`config.mk`:
```
export PLATFORM = sky130hd
export DESIGN_NAME = pipelined_cla_adder
export DESIGN_NICKNAME = d
export VERILOG_FILES = /design/src/rtl/pipelined_cla_adder.sv
export SDC_FILE = /design/constraint.sdc
export NUM_CORES = 1
export LEC_CHECK = 0
export ABC_AREA = 1
export BUFFER_PORTS_ARGS = -buffer_cell sky130_fd_sc_hd__buf_4
export CORE_AREA = 2 2 87 89
export CTS_BUF_LIST = sky130_fd_sc_hd__clkbuf_4 sky130_fd_sc_hd__clkbuf_8
export DETAILED_ROUTE_END_ITERATION = 12
export DIE_AREA = 0 0 89 91
export PLACE_DENSITY = 0.78
export SYNTH_ARGS = -nofsm -noshare
export SYNTH_HDL_FRONTEND = slang
export SYNTH_SLANG_ARGS = --single-unit
```
`constraint.sdc`:
```
create_clock -name clk -period 2.4 [get_ports clk]
set_clock_uncertainty 0.15 [all_clocks]
set_input_delay 0.48 -clock clk [delete_from_list [all_inputs] [get_ports clk]]
set_output_delay 0.48 -clock clk [all_outputs]
set_load 0.03 [all_outputs]
```
`src/rtl/pipelined_cla_adder.sv`:
```
// Two-stage pipelined carry-lookahead adder/subtractor with valid/ready flow control.
// Stage 1 registers bit and group propagate/generate; stage 2 resolves carries and flags.
module pipelined_cla_adder #(
    parameter int WIDTH = 16,
    parameter int GROUP = 4
) (
    input  logic             clk,
    input  logic             rst_n,
    input  logic             in_valid,
    output logic             in_ready,
    input  logic [WIDTH-1:0] input_1,
    input  logic [WIDTH-1:0] input_2,
    input  logic             cin,
    input  logic             sub,
    output logic             out_valid,
    input  logic             out_ready,
    output logic [WIDTH-1:0] sum,
    output logic             co,
    output logic             ovf,
    output logic             zero
);
    localparam int NG = WIDTH / GROUP;

    // Handshake: a beat moves on a rising edge when the sender's valid and the
    // receiver's ready are both high; valid never depends on ready.
    logic adv1, adv2;
    logic s1_valid;

    assign adv2     = !out_valid || out_ready;
    assign adv1     = !s1_valid || adv2;
    assign in_ready = adv1;

    logic [WIDTH-1:0] b_eff, p_next, g_next;
    logic [NG-1:0]    pg_next, gg_next;
    logic             c0_next;

    always_comb begin
        b_eff   = sub ? ~input_2 : input_2;
        p_next  = input_1 ^ b_eff;
        g_next  = input_1 & b_eff;
        c0_next = sub ? 1'b1 : cin;
        pg_next = '0;
        gg_next = '0;
        for (int k = 0; k < NG; k++) begin
            pg_next[k] = &p_next[k*GROUP +: GROUP];
            gg_next[k] = g_next[k*GROUP+3]
                       | (p_next[k*GROUP+3] & g_next[k*GROUP+2])
                       | (p_next[k*GROUP+3] & p_next[k*GROUP+2] & g_next[k*GROUP+1])
                       | (p_next[k*GROUP+3] & p_next[k*GROUP+2] & p_next[k*GROUP+1]
                          & g_next[k*GROUP]);
        end
    end

    logic [WIDTH-1:0] s1_p, s1_g;
    logic [NG-1:0]    s1_pg, s1_gg;
    logic             s1_c0;

    always_ff @(posedge clk or negedge rst_n) begin
        if (!rst_n) begin
            s1_valid <= 1'b0;
            s1_p     <= '0;
            s1_g     <= '0;
            s1_pg    <= '0;
            s1_gg    <= '0;
            s1_c0    <= 1'b0;
        end else if (adv1) begin
            s1_valid <= in_valid;
            if (in_valid) begin
                s1_p  <= p_next;
                s1_g  <= g_next;
                s1_pg <= pg_next;
                s1_gg <= gg_next;
                s1_c0 <= c0_next;
            end
        end
    end

    // Group carries are flattened sum-of-products terms, not a ripple chain.
    logic [NG:0] gc;

    always_comb begin : lookahead
        logic term;
        logic acc;
        gc = '0;
        for (int k = 0; k <= NG; k++) begin
            acc = s1_c0;
            for (int j = 0; j < k; j++) acc = acc & s1_pg[j];
            for (int j = 0; j < k; j++) begin
                term = s1_gg[j];
                for (int m = j + 1; m < k; m++) term = term & s1_pg[m];
                acc = acc | term;
            end
            gc[k] = acc;
        end
    end

    logic [WIDTH-1:0] bit_c, sum_next;

    always_comb begin : group_carries
        logic c;
        bit_c = '0;
        for (int k = 0; k < NG; k++) begin
            c = gc[k];
            for (int i = 0; i < GROUP; i++) begin
                bit_c[k*GROUP+i] = c;
                c = s1_g[k*GROUP+i] | (s1_p[k*GROUP+i] & c);
            end
        end
        sum_next = s1_p ^ bit_c;
    end

    always_ff @(posedge clk or negedge rst_n) begin
        if (!rst_n) begin
            out_valid <= 1'b0;
            sum       <= '0;
            co        <= 1'b0;
            ovf       <= 1'b0;
            zero      <= 1'b0;
        end else if (adv2) begin
            out_valid <= s1_valid;
            if (s1_valid) begin
                sum  <= sum_next;
                co   <= gc[NG];
                ovf  <= bit_c[WIDTH-1] ^ gc[NG];
                zero <= (sum_next == '0);
            end
        end
    end

endmodule

```
# ---- Word-level counts from Yosys, hierarchy flattened
# Index checks and enable logic that the tools add are counted.
dict set report classes {
  muxes 2
  bitwise 81
  n_reduce_logical 11
}
# operator n
set op_table {}
lappend op_table {{$and A1 B1 Y1} 42}
lappend op_table {{$or A1 B1 Y1} 34}
lappend op_table {{$xor A16 B16 Y16} 2}
lappend op_table {{$and A16 B16 Y16} 1}
lappend op_table {{$logic_not A16 Y1} 1}
lappend op_table {{$mux W16} 1}
lappend op_table {{$not A16 Y16} 1}
lappend op_table {{$reduce_and A4 Y1} 4}
lappend op_table {{$reduce_and A2 Y1} 2}
lappend op_table {{$logic_not A1 Y1} 2}
lappend op_table {{$logic_or A1 B1 Y1} 2}
lappend op_table {{$mux W1} 1}
lappend op_table {{$xor A1 B1 Y1} 1}
dict set report totals {
  register_bits 61
  inputBits 38
  out_inout_bits 21
  elab_cells 105
}

# ---- Longest topological paths before layout
dict set report depth {
  word_depth 14
  mapped_depth 15
  depth_no_buf 15
}

# ---- Worst setup path after synthesis
# No wires, ideal clock.
dict set report synth_timing {
  path_kind {flip-flop to flip-flop}
  from {register s1_gg[0]}
  to {register zero}
  setup_ns 0.065
  arrival_time_ns 2.251
  required_ns 2.185
  slack_ns -0.066
  stages_incl_launch_ff 14
  path_buffers 0
  period_less_slack_ns 2.466
  path_cell_list {dfrtp_1 -> o21bai_1 -> a21o_1 -> ha_1 -> or2_2 -> ha_1 -> or2_2 -> ha_1 -> nor2_1 -> xor2_1 -> nand3_1 -> nor2_1 -> nand2_1 -> nand2_1}
}
dict set report synth_between {
  elab_chain_len 13
  word_cells_on_any_way 28
  cone_classes {bitwise: 27; reduce/logical: 1}
}
# item line_no
set synth_lines {}
lappend synth_lines {{start: declaration} 55} ;# logic [NG-1:0] s1_pg, s1_gg;
lappend synth_lines {{start signal: assignment} 72} ;# s1_gg <= gg_next;
lappend synth_lines {{$and A1 B1 Y1 (2 in a row)} 90} ;# for (int m = j + 1; m < k; m++) term = term & s1_pg[m];
lappend synth_lines {{$or A1 B1 Y1 (3 in a row)} 91} ;# acc = acc | term;
lappend synth_lines {{$and A1 B1 Y1} 106} ;# c = s1_g[k*GROUP+i] | (s1_p[k*GROUP+i] & c);
lappend synth_lines {{$or A1 B1 Y1} 106}
lappend synth_lines {{$and A1 B1 Y1} 106}
lappend synth_lines {{$or A1 B1 Y1} 106}
lappend synth_lines {{$and A1 B1 Y1} 106}
lappend synth_lines {{$or A1 B1 Y1} 106}
lappend synth_lines {{$xor A16 B16 Y16 *} 109} ;# sum_next = s1_p ^ bit_c;
lappend synth_lines {{$logic_not A16 Y1 *} 125} ;# zero <= (sum_next == '0);
lappend synth_lines {{end signal: assignment} 125}
lappend synth_lines {{end: declaration} 20} ;# output logic zero
# Every way passes the cells marked *; elsewhere a longest branch is shown, timed or not.
# A chain may end at the register's enable or synchronous reset.

# ---- Worst setup path after layout
dict set report layout_timing {
  from {register s1_c0}
  to {register zero}
}
dict set report layout_between {
  elab_chain_len 14
  word_cells_on_any_way 35
  cone_classes {bitwise: 34; reduce/logical: 1}
}
# item line_no
set layout_lines {}
lappend layout_lines {{start: declaration} 56} ;# logic s1_c0;
lappend layout_lines {{start signal: assignment} 73} ;# s1_c0 <= c0_next;
lappend layout_lines {{$and A1 B1 Y1 (3 in a row)} 87} ;# for (int j = 0; j < k; j++) acc = acc & s1_pg[j];
lappend layout_lines {{$or A1 B1 Y1 (3 in a row)} 91}
lappend layout_lines {{$and A1 B1 Y1} 106}
lappend layout_lines {{$or A1 B1 Y1} 106}
lappend layout_lines {{$and A1 B1 Y1} 106}
lappend layout_lines {{$or A1 B1 Y1} 106}
lappend layout_lines {{$and A1 B1 Y1} 106}
lappend layout_lines {{$or A1 B1 Y1} 106}
lappend layout_lines {{$xor A16 B16 Y16 *} 109}
lappend layout_lines {{$logic_not A16 Y1 *} 125}
# Marks and branches as above.

==> impl_metrics.json <==
{
  "status": "complete, but fails checks",
  "violations": "negative setup slack",
  "num_io_pins": 59,
  "slew-limit-headroom_pct": 52.49,
  "startpoint": "s1_c0",
  "cp_cell_sequence": "buf_4, ha_1, or2_2, ha_1, or2_2, ha_2, nor2_2, xor2_1, nand2_1, nor2_1, nand2_1, nand2_1",
  "die-area_mm2": 0.008099,
  "grt_setup_unrepaired": "yes",
  "numPortBuffers": 58,
  "syn_inst": 345,
  "vias": 2398,
  "drcViolationCount": 0,
  "synthXorXnorAreaFrac_pct": 5.726,
  "firstDrtPassIters": 4,
  "dpl.hpwl_um": 4713,
  "worstPathMaxFanout": 3,
  "initial_core_util_pct": 42.86,
  "antennaDiodeCount": 0,
  "crit_slowest_cell": "dfrtp_1",
  "syn_nets": 411,
  "synth-compound-area-share_pct": 6.871,
  "clk_pin_slew_ns": 0.06,
  "synth.area.mux_share_pct": 0,
  "wl_um": 6385,
  "switching_share_pct": 37.99,
  "synth.distinct_cells": 28,
  "multi_input_area_mm2": 0.001545,
  "setup_violations": 1,
  "worst-path-buf-inv": 1,
  "comb_power_share_pct": 40.2,
  "cts_tree": "yes",
  "holdWs_ns": 0.03189,
  "cts_buffer_depth": 2,
  "p_leak_uw": 0.002035,
  "cp.arrival_ns": 2.57,
  "cts_hold_buf": 0,
  "endpoint": "zero",
  "fp.dieW_um": 89,
  "p_int_uw": 2213,
  "dpl_cell_area_mm2": 0.003600,
  "maxCapViolations": 0,
  "gp_congestion": 0.8113,
  "grt_max_degree": 59,
  "clk_latency_ns": 0.34,
  "ff2ff_path_depth": 12,
  "report.final.hold_viol_count": 0,
  "postLayoutCoreUtil_pct": 54.05,
  "ys_seq_area_share_pct": 47.44,
  "row_count": 31,
  "yosysWarnings": 0,
  "cp.depth": 12,
  "seqCellArea_mm2": 0.001451,
  "p_clk_share_pct": 20.5,
  "critical_path.reg2reg.startpoint": "s1_c0",
  "ys_ff_latch": 58,
  "path_common_cell": "nand2_1",
  "pre_cts_ws_ns": -0.1756,
  "vias_per_cell": 4.693,
  "setup_slack_ns": -0.04771,
  "cts_sinks": 58,
  "grt_pass1_wl_um": 10780,
  "final.fill_count": 685,
  "wl_per_cell_um": 12.50,
  "drv_slew": 0,
  "root_buffer": "clkbuf_8",
  "antenna_found_initial": 0,
  "final_nets": 477,
  "crit_type": "reg -> reg",
  "coreArea_mm2": 0.007137,
  "overflow": 0,
  "worstMarginPinSlew_ns": 0.7126,
  "required_ns": 2.52,
  "r2r_setup_slack_ns": -0.05,
  "design_area_mm2": 0.003857,
  "syn_area_mm2": 0.003059,
  "fp.dieH_um": 91,
  "start_kind": "register",
  "r2r_end": "zero",
  "synth_top_family_by_area": "simple AND/OR/NAND/NOR gates",
  "fmax_ghz": 0.4085,
  "cts_inserted_buffers": 9,
  "grt_pass1_vias": 2338,
  "post-route-min-period_ns": 2.448,
  "critPathCaptureType": "register",
  "htree_levels": 3,
  "drive_above_1_share_pct": 28.88,
  "p_sw_uw": 1356,
  "p_per_area_mw_per_mm2": 925.3,
  "layout_commonest_cell": "nand2_1",
  "syn_area_per_cell_um2": 8.867,
  "synthSimpleGateAreaFrac_pct": 22.78,
  "synthAdderAreaFrac_pct": 11.45,
  "drt_iter0_markers": 86,
  "finalCritPeriodShare_pct": 102.0,
  "grt_usage_pct": 17.32,
  "cp_top_family": "simple AND/OR/NAND/NOR gates",
  "layout-area-overhead-vs-synth_pct": 26.09,
  "ant_nets": 0,
  "seqPwrFrac_pct": 39.3,
  "cp_slowest_stage_delay_ns": 0.40,
  "vdd_drop_max_mv": 0.3124,
  "layout_common_cells": "nand2_1 (136), buf_4 (66), dfrtp_1 (58), ha_1 (20)",
  "holdCritPathClass": "in -> async"
}
-- worst min-delay path by stage --
| stage | to | slack, ns | cells after the start |
|---|---|---|---|
| 2_1_floorplan | co | 0.03 | 0 |
| 3_3_place_gp | s1_g[0] | 0.31 | 2 |
| 3_5_place_dp | s1_g[4] | 0.31 | 2 |
| 4_1_cts | s1_g[1] | 0.07 | 1 |
| 5_1_grt | s1_g[2] | 0.10 | 1 |
| 6_report | s1_g[2] | 0.03 | 1 |
-- logic make-up (layout without fill, tap and decap cells) --
logic type	after synthesis	count (layout)
flops	58	58
buf+inv	34	101
xor+xnor	20	20
simple gates	171	171
compound gates	34	34
fa+ha+maj	28	28
-- power groups by stage --
stage	sequential, uW	combinational (uW)	clock, uW
after floorplan	1680	576	0
after global placement	1400	1330	0
after detailed placement	1410	1360	0
after CTS	1400	1420	753
after global routing	1430	1590	785
final	1400	1440	732
-- worst register-to-register path: stages, from the launching register on --
cell,delay (ns)
dfrtp_1,0.40
buf_4,0.15
ha_1,0.16
or2_2,0.27
ha_1,0.17
or2_2,0.27
ha_2,0.17
nor2_2,0.08
xor2_1,0.23
nand2_1,0.11
nor2_1,0.11
nand2_1,0.06
nand2_1,0.05
-- registers in the layout, indices dropped and copies added (netlist names), 4 cells and up --
name	cells
s1_g	12
s1_gg	4
s1_p	16
s1_pg	4
sum	16
-- cell type report --
| type | count | share of cell area, % |
|---|---|---|
| Sequential cell | 58 | 37.63 |
| Tap cell | 99 | 3.211 |
| Clock buffer | 11 | 3.763 |
| Clock inverter | 1 | 0.1297 |
| Multi-Input combinational cell | 253 | 40.06 |
| Inverter | 23 | 2.368 |
| Timing Repair Buffer | 66 | 12.84 |
-- Yosys cell counts (all sizes together) --
| cell type | count | area share [%] |
|---|---|---|
| nand2 | 138 | 17 |
| o22ai | 1 | 0.41 |
| xnor2 | 1 | 0.29 |
| o21bai | 1 | 0.25 |
| or2 | 8 | 1.6 |
| a31oi | 4 | 1.4 |
| a21o | 1 | 0.25 |
| nand4 | 2 | 0.41 |
| ha | 28 | 11 |
| dfrtp | 58 | 47 |
| xor2 | 19 | 5.4 |
| a21oi | 6 | 0.98 |
| o21ai | 21 | 3.6 |
| nand3 | 8 | 1.5 |
| buf | 11 | 2.7 |
| inv | 23 | 3.0 |
| nor2 | 15 | 2.0 |
-- stage by stage --
stage	TNS [ns]	std cells	power [uW]
after floorplan	0	345	2252
after global placement	-0.04321	497	2730
after detailed placement	-0.2637	497	2767
after CTS	-0.05919	511	3574
after global routing	-0.1852	511	3811
final	-0.04771	511	3569
-- metal layers --
layer / wire (um) / GRT usage [%] / vias to the layer above
met2: 2980 / 25.56 / 57
met4: 161 / 8.831 / 0
met3: 244 / 2.909 / 13
li1: - / - / 1219
met5: 0 / 0 / -
met1: 2998 / 24.27 / 1109
-- timing repair --
| action | CTS | global route |
|---|---|---|
| setup endpoints to repair | 4 | 5 |
| pin swaps | 16 | 6 |
| setup buffers | 2 | 0 |
| gates resized for setup | 18 | 8 |
Power figures use the tool's default switching activity.
